`config.mk`:
```
export PLATFORM = sky130hd
export DESIGN_NAME = mem_port_arbiter
export DESIGN_NICKNAME = d
export VERILOG_FILES = /design/src/rtl/mem_arb_pkg.sv /design/src/rtl/arb_select.sv /design/src/rtl/mem_port_arbiter.sv
export SDC_FILE = /design/constraint.sdc
export NUM_CORES = 1
export LEC_CHECK = 0
export ABC_AREA = 1
export CAP_MARGIN = 25
export CORE_ASPECT_RATIO = 1.75
export CORE_MARGIN = 2
export CORE_UTILIZATION = 40
export CTS_CLUSTER_DIAMETER = 200
export DETAILED_ROUTE_END_ITERATION = 8
export PLACE_DENSITY = 0.8
export SLEW_MARGIN = 5
export SYNTH_ARGS = -nofsm -noshare
export SYNTH_HDL_FRONTEND = slang
export SYNTH_SLANG_ARGS = --single-unit
```
`constraint.sdc`:
```
create_clock -name clk -period 1.4 [get_ports clk]
set_input_delay 0.28 -clock clk [delete_from_list [all_inputs] [get_ports clk]]
set_output_delay 0.28 -clock clk [all_outputs]
set_load 0.02 [all_outputs]
```
`src/rtl/mem_arb_pkg.sv`:
```
// rtl/mem_arb_pkg.sv - shared state encodings, requester indices and helpers for the memory port arbiter
package mem_arb_pkg;

    typedef enum logic [1:0] {
        ARB    = 2'b00,
        ACCESS = 2'b01,
        RESP   = 2'b10
    } arb_state_t;

    localparam int NUM_REQ = 3;

    localparam logic [1:0] REQ_FETCH = 2'd0;
    localparam logic [1:0] REQ_DATA  = 2'd1;
    localparam logic [1:0] REQ_LOAD  = 2'd2;

    // Only the program loader may be served while booting.
    localparam logic [NUM_REQ-1:0] BOOT_ELIG_MASK = 3'b100;

    // Requester index that follows i in the round-robin ring.
    function automatic logic [1:0] next_idx(input logic [1:0] i);
        return (i == REQ_LOAD) ? REQ_FETCH : i + 2'd1;
    endfunction

endpackage

```
`src/rtl/arb_select.sv`:
```
// rtl/arb_select.sv - combinational winner selection (fixed priority, or round-robin with `define MEM_ARB_RR_EN)
module arb_select
    import mem_arb_pkg::*;
(
    input  logic [NUM_REQ-1:0] elig,
    input  logic [1:0]         ptr,
    output logic [NUM_REQ-1:0] grant,
    output logic [1:0]         idx
);

`ifdef MEM_ARB_RR_EN
    logic [1:0] cand;

    // Walk the ring from the pointer and take the first eligible requester.
    always_comb begin
        grant = '0;
        idx   = REQ_FETCH;
        cand  = ptr;
        for (int k = 0; k < NUM_REQ; k++) begin
            if (grant == '0 && elig[cand]) begin
                grant[cand] = 1'b1;
                idx         = cand;
            end
            cand = next_idx(cand);
        end
    end
`else
    // The pointer has no meaning under fixed priority.
    logic unused_ptr;
    assign unused_ptr = ^ptr;

    // Fixed priority: loader beats data access beats instruction fetch.
    always_comb begin
        grant = '0;
        idx   = REQ_FETCH;
        if (elig[REQ_LOAD]) begin
            grant[REQ_LOAD] = 1'b1;
            idx             = REQ_LOAD;
        end else if (elig[REQ_DATA]) begin
            grant[REQ_DATA] = 1'b1;
            idx             = REQ_DATA;
        end else if (elig[REQ_FETCH]) begin
            grant[REQ_FETCH] = 1'b1;
            idx              = REQ_FETCH;
        end
    end
`endif

endmodule

```
`src/rtl/mem_port_arbiter.sv`:
```
// rtl/mem_port_arbiter.sv - shares one synchronous memory port between fetch, data and loader requesters; `define MEM_ARB_RR_EN for round-robin
module mem_port_arbiter
    import mem_arb_pkg::*;
#(
    parameter int ADDR_W = 8,
    parameter int DATA_W = 8
) (
    input  logic              clk,
    input  logic              rst_n,
    input  logic              boot_mode,

    input  logic              req0_valid,
    input  logic              req0_we,
    input  logic [ADDR_W-1:0] req0_addr,
    input  logic [DATA_W-1:0] req0_wdata,
    output logic              req0_ready,
    output logic              req0_rvalid,
    output logic [DATA_W-1:0] req0_rdata,

    input  logic              req1_valid,
    input  logic              req1_we,
    input  logic [ADDR_W-1:0] req1_addr,
    input  logic [DATA_W-1:0] req1_wdata,
    output logic              req1_ready,
    output logic              req1_rvalid,
    output logic [DATA_W-1:0] req1_rdata,

    input  logic              req2_valid,
    input  logic              req2_we,
    input  logic [ADDR_W-1:0] req2_addr,
    input  logic [DATA_W-1:0] req2_wdata,
    output logic              req2_ready,
    output logic              req2_rvalid,
    output logic [DATA_W-1:0] req2_rdata,

    output logic              mem_en,
    output logic              mem_we,
    output logic [ADDR_W-1:0] mem_addr,
    output logic [DATA_W-1:0] mem_wdata,
    input  logic [DATA_W-1:0] mem_rdata,

    output logic              cpu_stall
);

    arb_state_t          state, state_nxt;
    logic [NUM_REQ-1:0]  valid_v, we_v, elig, grant, ready_v, rvalid_v;
    logic [ADDR_W-1:0]   addr_v  [NUM_REQ];
    logic [DATA_W-1:0]   wdata_v [NUM_REQ];
    logic [DATA_W-1:0]   rdata_q [NUM_REQ];
    logic [1:0]          gidx, win_idx, rr_ptr;

    assign valid_v    = {req2_valid, req1_valid, req0_valid};
    assign we_v       = {req2_we, req1_we, req0_we};
    assign addr_v[0]  = req0_addr;
    assign addr_v[1]  = req1_addr;
    assign addr_v[2]  = req2_addr;
    assign wdata_v[0] = req0_wdata;
    assign wdata_v[1] = req1_wdata;
    assign wdata_v[2] = req2_wdata;

    assign elig = boot_mode ? (valid_v & BOOT_ELIG_MASK) : valid_v;

    arb_select u_arb_select (
        .elig  (elig),
        .ptr   (rr_ptr),
        .grant (grant),
        .idx   (gidx)
    );

    // State register; reset abandons any access in flight.
    always_ff @(posedge clk or negedge rst_n) begin
        if (!rst_n) begin
            state <= ARB;
        end else begin
            state <= state_nxt;
        end
    end

    // Next state plus the per-state strobes (ready in ARB, mem_en in ACCESS, rvalid in RESP).
    always_comb begin
        state_nxt = state;
        ready_v   = '0;
        rvalid_v  = '0;
        mem_en    = 1'b0;
        case (state)
            ARB: begin
                if (rst_n) begin
                    ready_v = grant;
                end
                if (|grant) begin
                    state_nxt = ACCESS;
                end
            end
            ACCESS: begin
                mem_en    = 1'b1;
                state_nxt = RESP;
            end
            RESP: begin
                if (!mem_we) begin
                    rvalid_v[win_idx] = 1'b1;
                end
                state_nxt = ARB;
            end
            default: state_nxt = ARB;
        endcase
    end

    // Latch the winner's command on grant; keep each requester's last read data.
    always_ff @(posedge clk or negedge rst_n) begin
        if (!rst_n) begin
            mem_we    <= 1'b0;
            mem_addr  <= '0;
            mem_wdata <= '0;
            win_idx   <= REQ_FETCH;
            for (int i = 0; i < NUM_REQ; i++) begin
                rdata_q[i] <= '0;
            end
        end else begin
            if (state == ARB && |grant) begin
                mem_we    <= we_v[gidx];
                mem_addr  <= addr_v[gidx];
                mem_wdata <= wdata_v[gidx];
                win_idx   <= gidx;
            end
            if (state == RESP && !mem_we) begin
                rdata_q[win_idx] <= mem_rdata;
            end
        end
    end

`ifdef MEM_ARB_RR_EN
    // Round-robin search origin: one past the most recent winner.
    always_ff @(posedge clk or negedge rst_n) begin
        if (!rst_n) begin
            rr_ptr <= REQ_FETCH;
        end else if (state == ARB && |grant) begin
            rr_ptr <= next_idx(gidx);
        end
    end
`else
    assign rr_ptr = REQ_FETCH;
`endif

    assign req0_ready  = ready_v[0];
    assign req1_ready  = ready_v[1];
    assign req2_ready  = ready_v[2];
    assign req0_rvalid = rvalid_v[0];
    assign req1_rvalid = rvalid_v[1];
    assign req2_rvalid = rvalid_v[2];

    // During the response cycle the memory output is forwarded directly.
    assign req0_rdata = rvalid_v[0] ? mem_rdata : rdata_q[0];
    assign req1_rdata = rvalid_v[1] ? mem_rdata : rdata_q[1];
    assign req2_rdata = rvalid_v[2] ? mem_rdata : rdata_q[2];

    assign cpu_stall = boot_mode | ((state != ARB) && (win_idx == REQ_LOAD));

endmodule
```
# Yosys cells after proc, flatten, opt, wreduce, memory -nomap -nowiden
# Cells that the tools add are included.
[op_classes]
n_eq_ne = 4
magnitude_cmp = 6
bitwise = 3
mux = 31
n_reduce_logical = 9
[ops]
columns = ["operator", "count"]
rows = [
  ["$mux W8", 8],
  ["$bmux W8 S2", 2],
  ["$bwmux W24", 1],
  ["$demux W8 S2", 1],
  ["$mux W3", 4],
  ["$mux W1", 8],
  ["$mux W2", 4],
  ["$ge A3 B3 Y1 const B", 2],
  ["$lt A2 B3 Y1 const B", 2],
  ["$not A2 Y3", 2],
  ["$logic_and A1 B1 Y1", 5],
  ["$eq A2 B2 Y1 const B", 2],
  ["$pmux W2 S2", 1],
  ["$lt A3 B1 Y1 const B", 1],
  ["$reduce_or A3 Y1", 1],
  ["$bmux W1 S2", 1],
  ["$demux W1 S2", 1],
  ["$eq A2 B1 Y1 const B", 1],
  ["$ge A2 B1 Y1 const B", 1],
  ["$logic_not A2 Y1", 1],
  ["$ne A2 B1 Y1 const B", 1],
  ["$reduce_bool A2 Y1", 1],
  ["$logic_not A1 Y1", 1],
  ["$or A1 B1 Y1", 1],
]
[word_totals]
elab_cells = 61
reg_bits = 45

# Logic depth before layout (Yosys ltp)
# Gate-level depths: netlist (run 1).
[logic_depth]
ltp_word = 7
mapped_depth = 8

# Modules after synthesis
# Synthesis (run 1) repeated with hierarchy kept, for this count alone.
[hier_totals]
hier_cells = 357
area_unflattened_um2 = 2553.7
[modules_own_cells]
columns = ["mod", "instances", "seq_area_each_um2", "area_each_um2", "cells_each"]
rows = [
  ["mem_port_arbiter", 1, 1126.1, 2511.2, 350],
  ["arb_select", 1, 0.0, 42.5, 7],
]

# Least setup slack after synthesis (run 1)
# No wires, ideal clock.
[synth_timing]
path_type = "reg2out"
from = "reg mem_we"
to = "out req2_rdata[0]"
n_path_buf = 1
setup_slack_ns = -0.263
arrival_ns = 1.383
path_stages_with_launch = 5
path_cell_list = "dfrtp_1 -> nor2_4 -> nand2_2 -> buf_2 -> o21ai_0"
[synth_via]
elab_chain_len = 3
[synth_rtl]
columns = ["item", "line_no", "rtl"]
rows = [
  ["start, declared", "mem_port_arbiter.sv:37", "output logic mem_we,"],
  ["start signal, assigned", "mem_port_arbiter.sv:120", "mem_we <= we_v[gidx];"],
  ["$mux W3", "mem_port_arbiter.sv:99", "if (!mem_we) begin"],
  ["$mux W3", "mem_port_arbiter.sv:85", "case (state)"],
  ["$mux W8", "mem_port_arbiter.sv:154", "assign req2_rdata = rvalid_v[2] ? mem_rdata : rdata_q[2];"],
  ["end, declared", "mem_port_arbiter.sv:34", "output logic [DATA_W-1:0] req2_rdata,"],
]
# No other way between the ends.

# Worst setup path after layout (run 1)
[layout_timing]
from = "reg state[0]"
to = "out req1_rdata[3]"
[layout_via]
elab_chain_len = 3
[layout_rtl]
columns = ["item", "line_no", "rtl"]
rows = [
  ["start, declared", "mem_port_arbiter.sv:45", "arb_state_t state, state_nxt;"],
  ["start signal, assigned", "mem_port_arbiter.sv:75", "state <= state_nxt;"],
  ["$eq A2 B2 Y1", "mem_port_arbiter.sv:85", ""],
  ["$mux W3", "mem_port_arbiter.sv:85", ""],
  ["$mux W8", "mem_port_arbiter.sv:153", "assign req1_rdata = rvalid_v[1] ? mem_rdata : rdata_q[1];"],
  ["end, declared", "mem_port_arbiter.sv:26", "output logic [DATA_W-1:0] req1_rdata,"],
]
# No other way between the ends.

==> results of run 1 <==
==> layout make-up <==
class | count | area share (%)
Sequential cell | 45 | 24.86
Multi-Input combinational cell | 217 | 34.04
Clock inverter | 3 | 1.021
Tap cell | 76 | 2.097
Timing Repair Buffer | 153 | 34.68
Inverter | 17 | 1.738
Clock buffer | 5 | 1.517
Antenna cell | 1 | 0.05517
==> routing by layer <==
layer,GRT usage [%],wire length (um),vias up
li1,-,-,1256
met1,26.13,2701,1205
met2,43.09,5011,97
met3,3.358,287,27
met4,9.783,308,0
met5,0,0,-
==> power by group <==
part	internal [mW]	switching (mW)
clock	0.534	0.473
combinational	2.72	3.04
sequential	1.93	0.514
total	5.18	4.02
==> metrics by stage <==
step                      total power, mW  cell area, um^2
after detailed placement            7.140             3938
after floorplan                     5.005             2624
after global routing                9.680             4536
after global placement              6.999             3938
final                               9.206             4536
after CTS                           8.404             4225
==> cell families (layout without fill, tap and decap cells) <==
| family | count (synthesis) | count (layout) | synth area share, % |
|---|---|---|---|
| and+or+nand+nor | 167 | 167 | 31.98 |
| DFF | 45 | 45 | 49.21 |
| other | 0 | 1 | 0 |
| AOI/OAI and AO/OA | 50 | 50 | 11.04 |
| buffers and inverters | 34 | 178 | 7.764 |
==> cells in the final DEF, fill, tap and decap left out, types with 4 or more instances in the layout <==
cell	Yosys	layout
sky130_fd_sc_hd__buf_12	0	4
sky130_fd_sc_hd__clkbuf_8	0	5
sky130_fd_sc_hd__clkdlybuf4s50_1	0	62
sky130_fd_sc_hd__nand2_1	98	73
sky130_fd_sc_hd__nand2_2	3	5
sky130_fd_sc_hd__nand2_8	0	4
sky130_fd_sc_hd__o21ai_4	0	24
sky130_fd_sc_hd__dfrtp_1	45	44
sky130_fd_sc_hd__buf_6	2	32
sky130_fd_sc_hd__buf_4	6	31
sky130_fd_sc_hd__o21ai_1	33	9
sky130_fd_sc_hd__inv_2	2	5
sky130_fd_sc_hd__nand3_1	54	53
sky130_fd_sc_hd__nor2_1	7	5
sky130_fd_sc_hd__o21ai_2	0	8
sky130_fd_sc_hd__nor2_4	2	4
sky130_fd_sc_hd__nand2_4	1	20
sky130_fd_sc_hd__o21ai_0	16	8
sky130_fd_sc_hd__dlygate4sd2_1	0	17
sky130_fd_sc_hd__inv_1	14	9
==> registers in the layout, indices dropped and copies added, names as in the netlist <==
| signal | count |
|---|---|
| rdata_q | 24 |
| mem_addr | 8 |
| mem_wdata | 8 |
| state | 2 |
| win_idx | 2 |
| mem_we | 1 |
==> path summary, 6_finish.rpt <==
kind,startpoint,endpoint,depth (start not counted)
min in group clk,mem_wdata[6],mem_wdata[6],2
worst max register to register,state[0],rdata_q[18],8
worst max-delay path,state[0],req1_rdata[3],7
worst min-delay path,rst_n,rdata_q[13],2
worst min register to register,mem_wdata[6],mem_wdata[6],2
max in group asynchronous,rst_n,mem_we,2
==> what timing repair did <==
| item | in CTS | in global routing |
|---|---|---|
| gates cloned | 2 | 2 |
| setup buffers | 4 | 6 |
| setup endpoints to repair | 67 | 62 |
| pin swaps | 3 | 10 |
| gates resized for setup | 227 | 65 |
==> impl_summary.md, run 1 <==
STA
Across all setup checks in the final design, the least slack found is -0.5786 ns. The slew of the pin with the lowest slew margin is 0.5568 ns. Subtracting the final worst setup slack from the clock period gives 1.979 ns. The number of pins with negative max-slew slack in the final report is 0. Setup repair after global routing could not meet its margin everywhere.

Based on the critical path, the design can be clocked at up to 505.4 MHz. Setup total negative slack on the finished layout was measured at -14.49 ns. The final hold violation count was 0. Setup violations remaining at the end of the flow were counted as 44.

The post-route clock period utilization is 141.3%. Measured against its own limit, the worst slew margin works out to 62.88%. The final setup skew is 0.01104 ns. The post-route worst hold slack is 0.1004 ns.

Final layout
The area growth from synthesis to layout is 98.20%. The fraction of final layout cells with drive strength greater than 1 is 36.36%. Counting the fill cells in the layout gives 373.

Across the whole layout, storage elements account for 1127 um^2. The post-layout net count is 504. The count of cells in the finished layout, fillers not included, comes to 517. Once layout is complete, the utilization of the core stands at 81.87%. The area of the multi-input gates is 1544 um^2.

Global routing
The number of antenna violations at the first check in global routing came to 1. The first global-routing pass estimated 11,580 um of wire. The all-layer global routing usage is 23.87%.

The total overflow reported by the global router is 0. The number of global-route vias before repair is 2,499. The largest net degree at the start of global routing is 46.

Floorplanning
114 I/O pins were placed. From bottom edge to top edge, the die measures 104.1 um. The core region area is 5540 um^2. The die outline area is 6366 um^2. The die outline width is 61.18 um. The initial core utilization is 41.31%. The floorplan has 36 rows.

Power
The worst-case IR drop observed on VDD is 0.8244 mV. The leakage power of the design is 2.094 nW. The power per cell area is 2030 nW/um^2.

Yosys
The most common cell in the synthesized netlist is sky130_fd_sc_hd__nand2_1. In this run the cell area of the synthesized design comes to 2288 um^2. Sorting the synthesized cells by area gives the leading types as sky130_fd_sc_hd__dfrtp_1, sky130_fd_sc_hd__nand2_1, sky130_fd_sc_hd__nand3_1. Among all flip-flop cells after synthesis, the most frequent one is sky130_fd_sc_hd__dfrtp_1. Counting flops and latches in the post-synthesis netlist gives 45. The leading area contributor after synthesis is sky130_fd_sc_hd__dfrtp_1. In the synthesized netlist, the number of instances is 296.

The number of warnings issued by yosys is 0. Sorting the synthesized cells by how often they occur yields sky130_fd_sc_hd__nand2_1, sky130_fd_sc_hd__nand3_1, sky130_fd_sc_hd__dfrtp_1. The area share of the largest cell type after synthesis is 49.21%. The net count after synthesis is 361. A synthesized cell averages 7.731 um^2. For this run, the register share of the synthesized area comes to 49.21%. The unique cell type count in the Yosys netlist is 19. After synthesis, the share of flip-flops with an asynchronous set or reset is 100.0%. The number of flops mapped to enable cells by yosys is 0.

CTS
TritonCTS built the clock tree. The total of hold buffers inserted after clock tree synthesis is 0. The number of clock sinks is 45. The clock reaches the later pin of the worst-skew pair after 0.31 ns.

The cell sitting at the root of the clock tree is a sky130_fd_sc_hd__clkbuf_8. After clock tree synthesis, the clock-pin slew on the worst setup and hold paths is 0.09 ns. The clock tree synthesis step divided the H-tree into 2 levels. The longest clock path from root to sink contains 2 buffers. The number of CTS-inserted buffers is 5.

Critical path
STA classifies the critical path startpoint as a register. For this design, the slowest cell found on the critical path is sky130_fd_sc_hd__dfrtp_1. Data on the critical path is required at its endpoint by 1.12 ns. The endpoint type of the worst setup path is an output pin.

The signal on the critical path passes through inv_2 -> nand2_2 -> nor2_4 -> nand3_4 -> clkbuf_16 -> o21ai_4 -> buf_6. The kind of cell with the highest combined delay on the critical path is buffers and inverters. In this design, the stage delay of the slowest critical-path cell is 0.40 ns. The buffers plus inverters on the worst setup path is 3. Of all nets on the critical path, the largest fanout is 6.

For flop-to-flop paths, the worst setup slack is -0.07 ns. At the worst endpoint, the arrival time is 1.70 ns. The classification of the worst setup path is reg2out.

Job
The number of violations of the max-capacitance limit is 0.

Placement
Timing analysis after detailed placement gives a worst setup slack of -0.6360 ns. The routability-driven placement congestion ratio is 0.8524. The port buffer count is 113. The HPWL reported at the end of detailed placement is 5151 um. The placed instance count is 495.

Detailed routing
After detailed routing, the number of remaining DRC violations is 0. The mean number of vias per cell is 5.000. The detailed-route wire length is 8309 um. In the final routed layout, each cell accounts on average for 16.07 um. The first routing iteration left 94 violations.

The final route contains 2,585 vias. The first-pass iteration count of the detailed router is 4. The detail route stage leaves a number of antenna-violating nets equal to 0.

Min path
The min-delay analysis places its worst path in the category in2async.

Status
The run finished, with violations left. The checks that failed: setup timing.
(Power assumes the default switching activity.)
==> inputs of run 2 (changes only) <==
Settings changed: CORE_UTILIZATION 40 to 42, PLACE_DENSITY 0.8 to 0.81, SYNTH_HIERARCHICAL set to 1.
==> impl_summary.md, run 2 <==
Status
Outcome: complete, but fails checks (unchanged). Violated checks: setup timing (unchanged).

Floorplanning
The die outline width is 62.90 um (was 61.18 um). The initial core utilization was 43.37% (was 41.31%). The floorplan row count came to 37 (was 36). The height of the chip is 107.1 um (was 104.1 um). The die outline area is 6735 um^2 (was 6366 um^2).

The boundary pin count is 114 (unchanged). The core region area is 5879 um^2 (was 5540 um^2).

Yosys
The net count after synthesis was 421 (was 361). The number of warnings issued by yosys was 6 (was 0). The post-synthesis cell area is 2550 um^2 (was 2288 um^2). The synthesized instance count came to 356 (was 296). The average size of a mapped cell is 7.163 um^2 (was 7.731 um^2).

STA
RSZ-0062 raised after global routing: true (unchanged). The final hold violation count is 0 (unchanged). The total of endpoints with negative setup slack in the final report is 71 (was 44). The number of pins with negative max-slew slack in the final report is 0 (unchanged).

The slew of the pin with the lowest slew margin came to 0.5938 ns (was 0.5568 ns). The post-route clock period utilization is 143.0% (was 141.3%). The maximum achievable frequency was 499.6 MHz (was 505.4 MHz). The sum of negative setup slack is -26.59 ns (was -14.49 ns). The worst-case setup margin in the final layout is -0.6015 ns (was -0.5786 ns). The worst slew margin relative to its limit is 60.41% (was 62.88%). The final setup skew is 0.01368 ns (was 0.01104 ns). The final critical-path required period is 2.002 ns (was 1.979 ns).

Power
The leakage power of the design is 2.609 nW (was 2.094 nW). The clock share of power is 9.5% (was 10.9%). The part of the power in registers is 23.3% (was 26.5%).

The cell-internal power is 5.936 mW (was 5.183 mW). The net switching share of the total power came to 45.18% (was 43.70%). The peak supply drop is 0.9748 mV (was 0.8244 mV). The portion of total power attributed to combinational logic is 67.1% (was 62.6%). The power dissipated by switching net loads is 4.892 mW (was 4.024 mW). The power per cell area came to 2069 nW/um^2 (was 2030 nW/um^2).

Final layout
The number of flip-flops in the largest register is 24 (unchanged). Largest registers: rdata_q (24), mem_addr (8), mem_wdata (8) (unchanged). The post-layout net count is 607 (was 504). The largest register by flop count is rdata_q (unchanged). The most common cell after layout, fill and taps aside is sky130_fd_sc_hd__nand2_1 (unchanged).

The final design instance area without fill is 5234 um^2 (was 4536 um^2). The area growth from synthesis to layout came to 105.3% (was 98.20%). Leading cell types in the layout, fill and taps excluded: sky130_fd_sc_hd__nand2_1, sky130_fd_sc_hd__clkdlybuf4s50_1, sky130_fd_sc_hd__buf_6, sky130_fd_sc_hd__buf_4, sky130_fd_sc_hd__inv_1 (was sky130_fd_sc_hd__nand2_1, sky130_fd_sc_hd__clkdlybuf4s50_1, sky130_fd_sc_hd__nand3_1, sky130_fd_sc_hd__dfrtp_1, sky130_fd_sc_hd__buf_6).

The number of antenna cells inserted came to 0 (was 1). The fraction of final layout cells with drive strength greater than 1 is 40.33% (was 36.36%).

CTS
The clock network latency to the later pin of the worst-skew pair came to 0.31 ns (about the same). The clock transition at the registers of the reported paths is 0.10 ns (was 0.09 ns). The H-tree depth came to 2 (unchanged). The clock tree from TritonCTS is built (unchanged). The number of CTS-inserted buffers is 5 (unchanged). The clock root buffer is sky130_fd_sc_hd__clkbuf_8 (unchanged). The number of clock sinks is 45 (unchanged).

The largest buffer count on any clock path is 2 (unchanged).

Critical path
The endpoint type of the worst setup path is an output pin (unchanged). The largest fanout of any net on the critical path is 6 (unchanged). The classification of the worst setup path is reg2out (unchanged). The kind of start point of the critical path is a register (unchanged). The required time at the worst-slack endpoint was 1.12 ns (about the same). The launching element of the worst setup path is mem_we (was state[0]). The arrival time at the worst endpoint is 1.72 ns (was 1.70 ns).

The launching point of the worst reg2reg path is state[0] (unchanged).

Job
The number of violations of the max-capacitance limit is 0 (unchanged).

Placement
The HPWL reported at the end of detailed placement is 5366 um (was 5151 um). The pre-CTS worst setup slack came to -0.7501 ns (was -0.6360 ns). The routability-driven placement congestion ratio is 0.8047 (was 0.8524). The standard cell area after detailed placement is 4071 um^2 (was 3938 um^2). The port buffer count is 113 (unchanged).

Detailed routing
The remaining antenna violation count is 0 (unchanged). The mean number of vias per cell is 5.559 (was 5.000). The violation count after the first detailed-routing iteration is 292 (was 94). The detailed-route wire length came to 13,330 um (was 8309 um).

The routed length per placed instance was 21.47 um (was 16.07 um). The total number of vias is 3,452 (was 2,585). The first-pass iteration count of the detailed router is 5 (was 4). The number of design rule violations left after detail routing came to 0 (unchanged).

Global routing
The largest net degree at the start of global routing is 46 (unchanged). The wire length of the first global-routing pass is 15,520 um (was 11,580 um). The all-layer global routing usage is 30.15% (was 23.87%).

The number of antenna violations at the first check in global routing came to 0 (was 1). The total overflow reported by the global router came to 0 (unchanged). The number of global-route vias before repair is 3,098 (was 2,499).

Min path
The worst hold path class is in2async (unchanged).
[run 2: final timing paths]
| check | to | slack [ns] | cells past startpoint |
|---|---|---|---|
| max in group asynchronous | state[0] | 0.82 | 2 |
| min | rdata_q[5] | 0.14 | 2 |
| max | req0_rdata[2] | -0.60 | 6 |
| max reg2reg | mem_addr[6] | -0.43 | 12 |
| min reg2reg | mem_addr[7] | 0.50 | 2 |
| min in group clk | mem_addr[7] | 0.50 | 2 |
[run 2: stage by stage]
stage | utilization [%] | instances | hold WS (ns) | power [mW]
detailed placement | 69.25 | 569 | 0.4529 | 6.783
finish | 89.02 | 621 | 0.1397 | 10.83
CTS | 81.89 | 607 | 0.1280 | 9.082
floorplan | - | 356 | -0.01559 | 4.575
global route | 89.02 | 621 | 0.1781 | 11.15
global placement | 69.25 | 569 | 0.4416 | 6.631
[run 2: cell type report]
cell class / instances / area (um^2)
flip-flops and latches: 45 / 1131
fillers: 241 / 645.6
clock inverters: 3 / 46.29
inverters: 56 / 227.7
repair buffers: 191 / 1986
well taps: 78 / 97.59
multi-input cells: 243 / 1677
clock buffers: 5 / 68.82
[run 2: worst max-delay path, cell delays in order, from the launching register on]
cell	delay, ns
sky130_fd_sc_hd__dfrtp_2	0.45
sky130_fd_sc_hd__buf_6	0.13
sky130_fd_sc_hd__nor2_4	0.18
sky130_fd_sc_hd__buf_12	0.18
sky130_fd_sc_hd__nand2_8	0.10
sky130_fd_sc_hd__o21ai_2	0.19
sky130_fd_sc_hd__buf_6	0.15
[run 2: layer usage]
metal / part of all wire [%] / wire [um] / vias to the layer above / track usage, %
li1: - / - / 1465 / -
met1: 34 / 4495 / 1637 / 29.28
met2: 51 / 6855 / 266 / 59.12
met3: 6.6 / 881 / 84 / 4.407
met4: 8.3 / 1101 / 0 / 16.35
met5: 0 / 0 / - / 0
[run 2: power by group through the flow]
stage          combinational (mW)  clock (mW)  sequential (mW)
2_1_floorplan                2.13           0             2.44
3_3_place_gp                 4.44           0             2.19
3_5_place_dp                 4.56           0             2.22
4_1_cts                      5.76        1.00             2.32
5_1_grt                      7.51        1.09             2.55
6_report                     7.27        1.03             2.53
[run 2: repair_timing]
action,in CTS,in global routing
setup buffers,19,15
gates cloned,11,0
gates resized for setup,284,69
endpoints found under the setup margin,70,72
pin swaps,12,16
hold buffers,0,0
==> inputs of run 3 (changes only) <==
Clock period 1.4 ns to 2 ns, I/O delays scaled along.
==> impl_summary.md, run 3 (synthesis results as in run 2) <==
Floorplanning
The core region area is 5879 um^2 (unchanged). The die outline area is 6735 um^2 (unchanged). The floorplan row count was 37 (unchanged). The boundary pin count is 114 (unchanged). The initial core utilization is 43.37% (unchanged). The die outline width is 62.90 um (unchanged).

The height of the chip was 107.1 um (unchanged).

CTS
The clock network latency to the later pin of the worst-skew pair is 0.29 ns (was 0.31 ns). The clock root buffer is sky130_fd_sc_hd__clkbuf_8 (unchanged). The largest buffer count on any clock path is 2 (unchanged).

The clock tree from TritonCTS is built (unchanged). The total of hold buffers inserted after clock tree synthesis came to 0 (unchanged). The number of clock sinks was 45 (unchanged).

The clock transition at the registers of the reported paths is 0.08 ns (was 0.10 ns). The number of CTS-inserted buffers is 5 (unchanged). The H-tree depth is 2 (unchanged).

STA
The worst slew margin relative to its limit is 79.47% (was 60.41%). The slew of the pin with the lowest slew margin is 0.3080 ns (was 0.5938 ns). The final setup skew is 0.005741 ns (was 0.01368 ns). The number of pins with negative max-slew slack in the final report is 0 (unchanged). The final critical-path required period is 1.994 ns. The final hold violation count is 0 (unchanged). The sum of negative setup slack is 0 ns (was -26.59 ns). Timing would allow up to 501.5 MHz. The total of endpoints with negative setup slack in the final report is 0 (was 71).

RSZ-0062 raised after global routing: true (unchanged). The post-route clock period utilization is 99.71%.

Final layout
Leading cell types in the layout, fill and taps excluded: sky130_fd_sc_hd__nand2_1, sky130_fd_sc_hd__clkdlybuf4s50_1, sky130_fd_sc_hd__inv_1, sky130_fd_sc_hd__buf_4, sky130_fd_sc_hd__dfrtp_1 (was sky130_fd_sc_hd__nand2_1, sky130_fd_sc_hd__clkdlybuf4s50_1, sky130_fd_sc_hd__buf_6, sky130_fd_sc_hd__buf_4, sky130_fd_sc_hd__inv_1). The largest register by flop count is rdata_q (unchanged). Largest registers: rdata_q (24), mem_addr (8), mem_wdata (8) (unchanged). The most common cell after layout, fill and taps aside is sky130_fd_sc_hd__nand2_1 (unchanged). The number of antenna cells inserted was 0 (unchanged).

The post-layout net count came to 573 (was 607). The fraction of final layout cells with drive strength greater than 1 was 25.15% (was 40.33%). The area growth from synthesis to layout is 61.78% (was 105.3%). The number of filler instances in the final layout came to 505 (was 241). The area of the multi-input gates was 1171 um^2 (was 1677 um^2). The flip-flop and latch area was 1127 um^2 (was 1131 um^2).

The number of flip-flops in the largest register is 24 (unchanged).

Power
The total power after layout is 5.256 mW (was 10.83 mW). The power per cell area came to 1274 nW/um^2 (was 2069 nW/um^2). The peak supply drop is 0.4848 mV (was 0.9748 mV).

The leakage power of the design was 2.205 nW (was 2.609 nW).

Critical path
The endpoint type of the worst setup path is an output pin (unchanged). The kind of cell with the highest combined delay on the critical path is buffers and inverters (unchanged). The kind of start point of the critical path is a register (unchanged). The largest fanout of any net on the critical path was 12 (was 6). Cells along the critical path: inv_2 -> nand2_2 -> nor2_4 -> buf_12 -> buf_12 -> nand2_8 -> o21ai_1 -> buf_4 (was buf_6 -> nor2_4 -> buf_12 -> nand2_8 -> o21ai_2 -> buf_6). The buffers plus inverters on the worst setup path is 4 (was 3). The critical path's slowest cell is sky130_fd_sc_hd__dfrtp_1 (was sky130_fd_sc_hd__dfrtp_2). The peak per-stage delay on the critical path came to 0.41 ns (was 0.45 ns). The cell with the most instances on the worst path is sky130_fd_sc_hd__buf_12 (was sky130_fd_sc_hd__buf_6). The required time at the worst-slack endpoint is 1.60 ns (was 1.12 ns). The register-to-register setup slack is 0.61 ns (was -0.43 ns). The arrival time at the worst endpoint was 1.59 ns (was 1.72 ns). The classification of the worst setup path is reg2out (unchanged).

Detailed routing
The total number of vias is 2,739 (was 3,452). The number of design rule violations left after detail routing was 0 (unchanged). The violation count after the first detailed-routing iteration is 104 (was 292). The remaining antenna violation count is 0 (unchanged). The mean number of vias per cell was 4.666 (was 5.559).

The first-pass iteration count of the detailed router came to 4 (was 5). The detailed-route wire length is 7527 um (was 13,330 um). The routed length per placed instance is 12.82 um (was 21.47 um).

Status
Outcome: finished, final reports clean (was complete, but fails checks).

Placement
The port buffer count is 113 (unchanged). The routability-driven placement congestion ratio came to 0.7591 (was 0.8047). The HPWL reported at the end of detailed placement is 5576 um (was 5366 um).

Global routing
The total overflow reported by the global router is 0 (unchanged). The wire length of the first global-routing pass was 11,950 um (was 15,520 um). The all-layer global routing usage is 22.03% (was 30.15%). The number of global-route vias before repair came to 2,685 (was 3,098). The largest net degree at the start of global routing is 26 (was 46). The number of antenna violations at the first check in global routing is 0 (unchanged).

Job
The number of violations of the max-capacitance limit came to 0 (unchanged).

Min path
The worst hold path class is in2async (unchanged).
[run 3: changes by cell type in the layout (fill, tap and decap cells not counted), moves of 13 or more]
cell / before / now
sky130_fd_sc_hd__buf_6: 49 / 1
sky130_fd_sc_hd__dlygate4sd2_1: 20 / 1
sky130_fd_sc_hd__o21ai_4: 13 / 0
sky130_fd_sc_hd__o21ai_1: 6 / 24
sky130_fd_sc_hd__nand2_4: 21 / 2
sky130_fd_sc_hd__buf_2: 3 / 18
sky130_fd_sc_hd__nand2_1: 122 / 139
sky130_fd_sc_hd__clkdlybuf4s50_1: 59 / 79
sky130_fd_sc_hd__o21ai_2: 24 / 11
[run 3: metal layers]
layer / vias up / wire (um) / global-route usage [%]
li1: 1379 / - / -
met1: 1236 / 2711 / 22.91
met2: 106 / 4190 / 42.40
met3: 18 / 367 / 4.197
met4: 0 / 257 / 8.571
met5: - / 0 / 0
[run 3: timing repair]
action | CTS | global route
endpoints found under the setup margin | 32 | 45
pin swaps | 2 | 3
resized for setup | 112 | 50
gates cloned | 0 | 2
setup buffers | 0 | 7
[run 3: where the power goes]
group	leakage [nW]	switching, mW	total (mW)	internal [mW]
Clock	0.0450	0.287	0.529	0.242
Combinational	1.62	1.75	3.15	1.41
Sequential	0.540	0.241	1.57	1.33
Total	2.21	2.28	5.26	2.98
[run 3: worst paths after layout]
path | start | end | cells after the start
worst min-delay path | rst_n | mem_addr[7] | 2
max in group asynchronous | rst_n | rdata_q[1] | 2
worst max register to register | win_idx[1] | rdata_q[1] | 7
worst min register to register | mem_addr[1] | mem_addr[1] | 2
min in group clk | mem_addr[1] | mem_addr[1] | 2
worst max-delay path | state[0] | req2_rdata[7] | 8
[run 3: metrics by stage]
stage	instances	hold WS [ns]	area, um^2	util, %	setup slack (ns)
floorplan	356	0.1044	2550	-	0.1375
global placement	570	0.4486	3960	67.35	-0.3442
detailed placement	570	0.4529	3960	67.35	-0.3802
CTS	578	0.1376	3969	67.50	-0.1760
global route	587	0.1616	4125	70.16	-0.06501
finish	587	0.1418	4125	70.16	0.005783
[run 3: cell type report]
cell class              count  share of cell area (%)
flip-flops and latches     45                   27.33
clock buffers               6                   1.759
well taps                  78                   2.366
repair buffers            160                   34.79
multi-input cells         240                   28.39
clock inverters             2                  0.2426
inverters                  56                   5.126
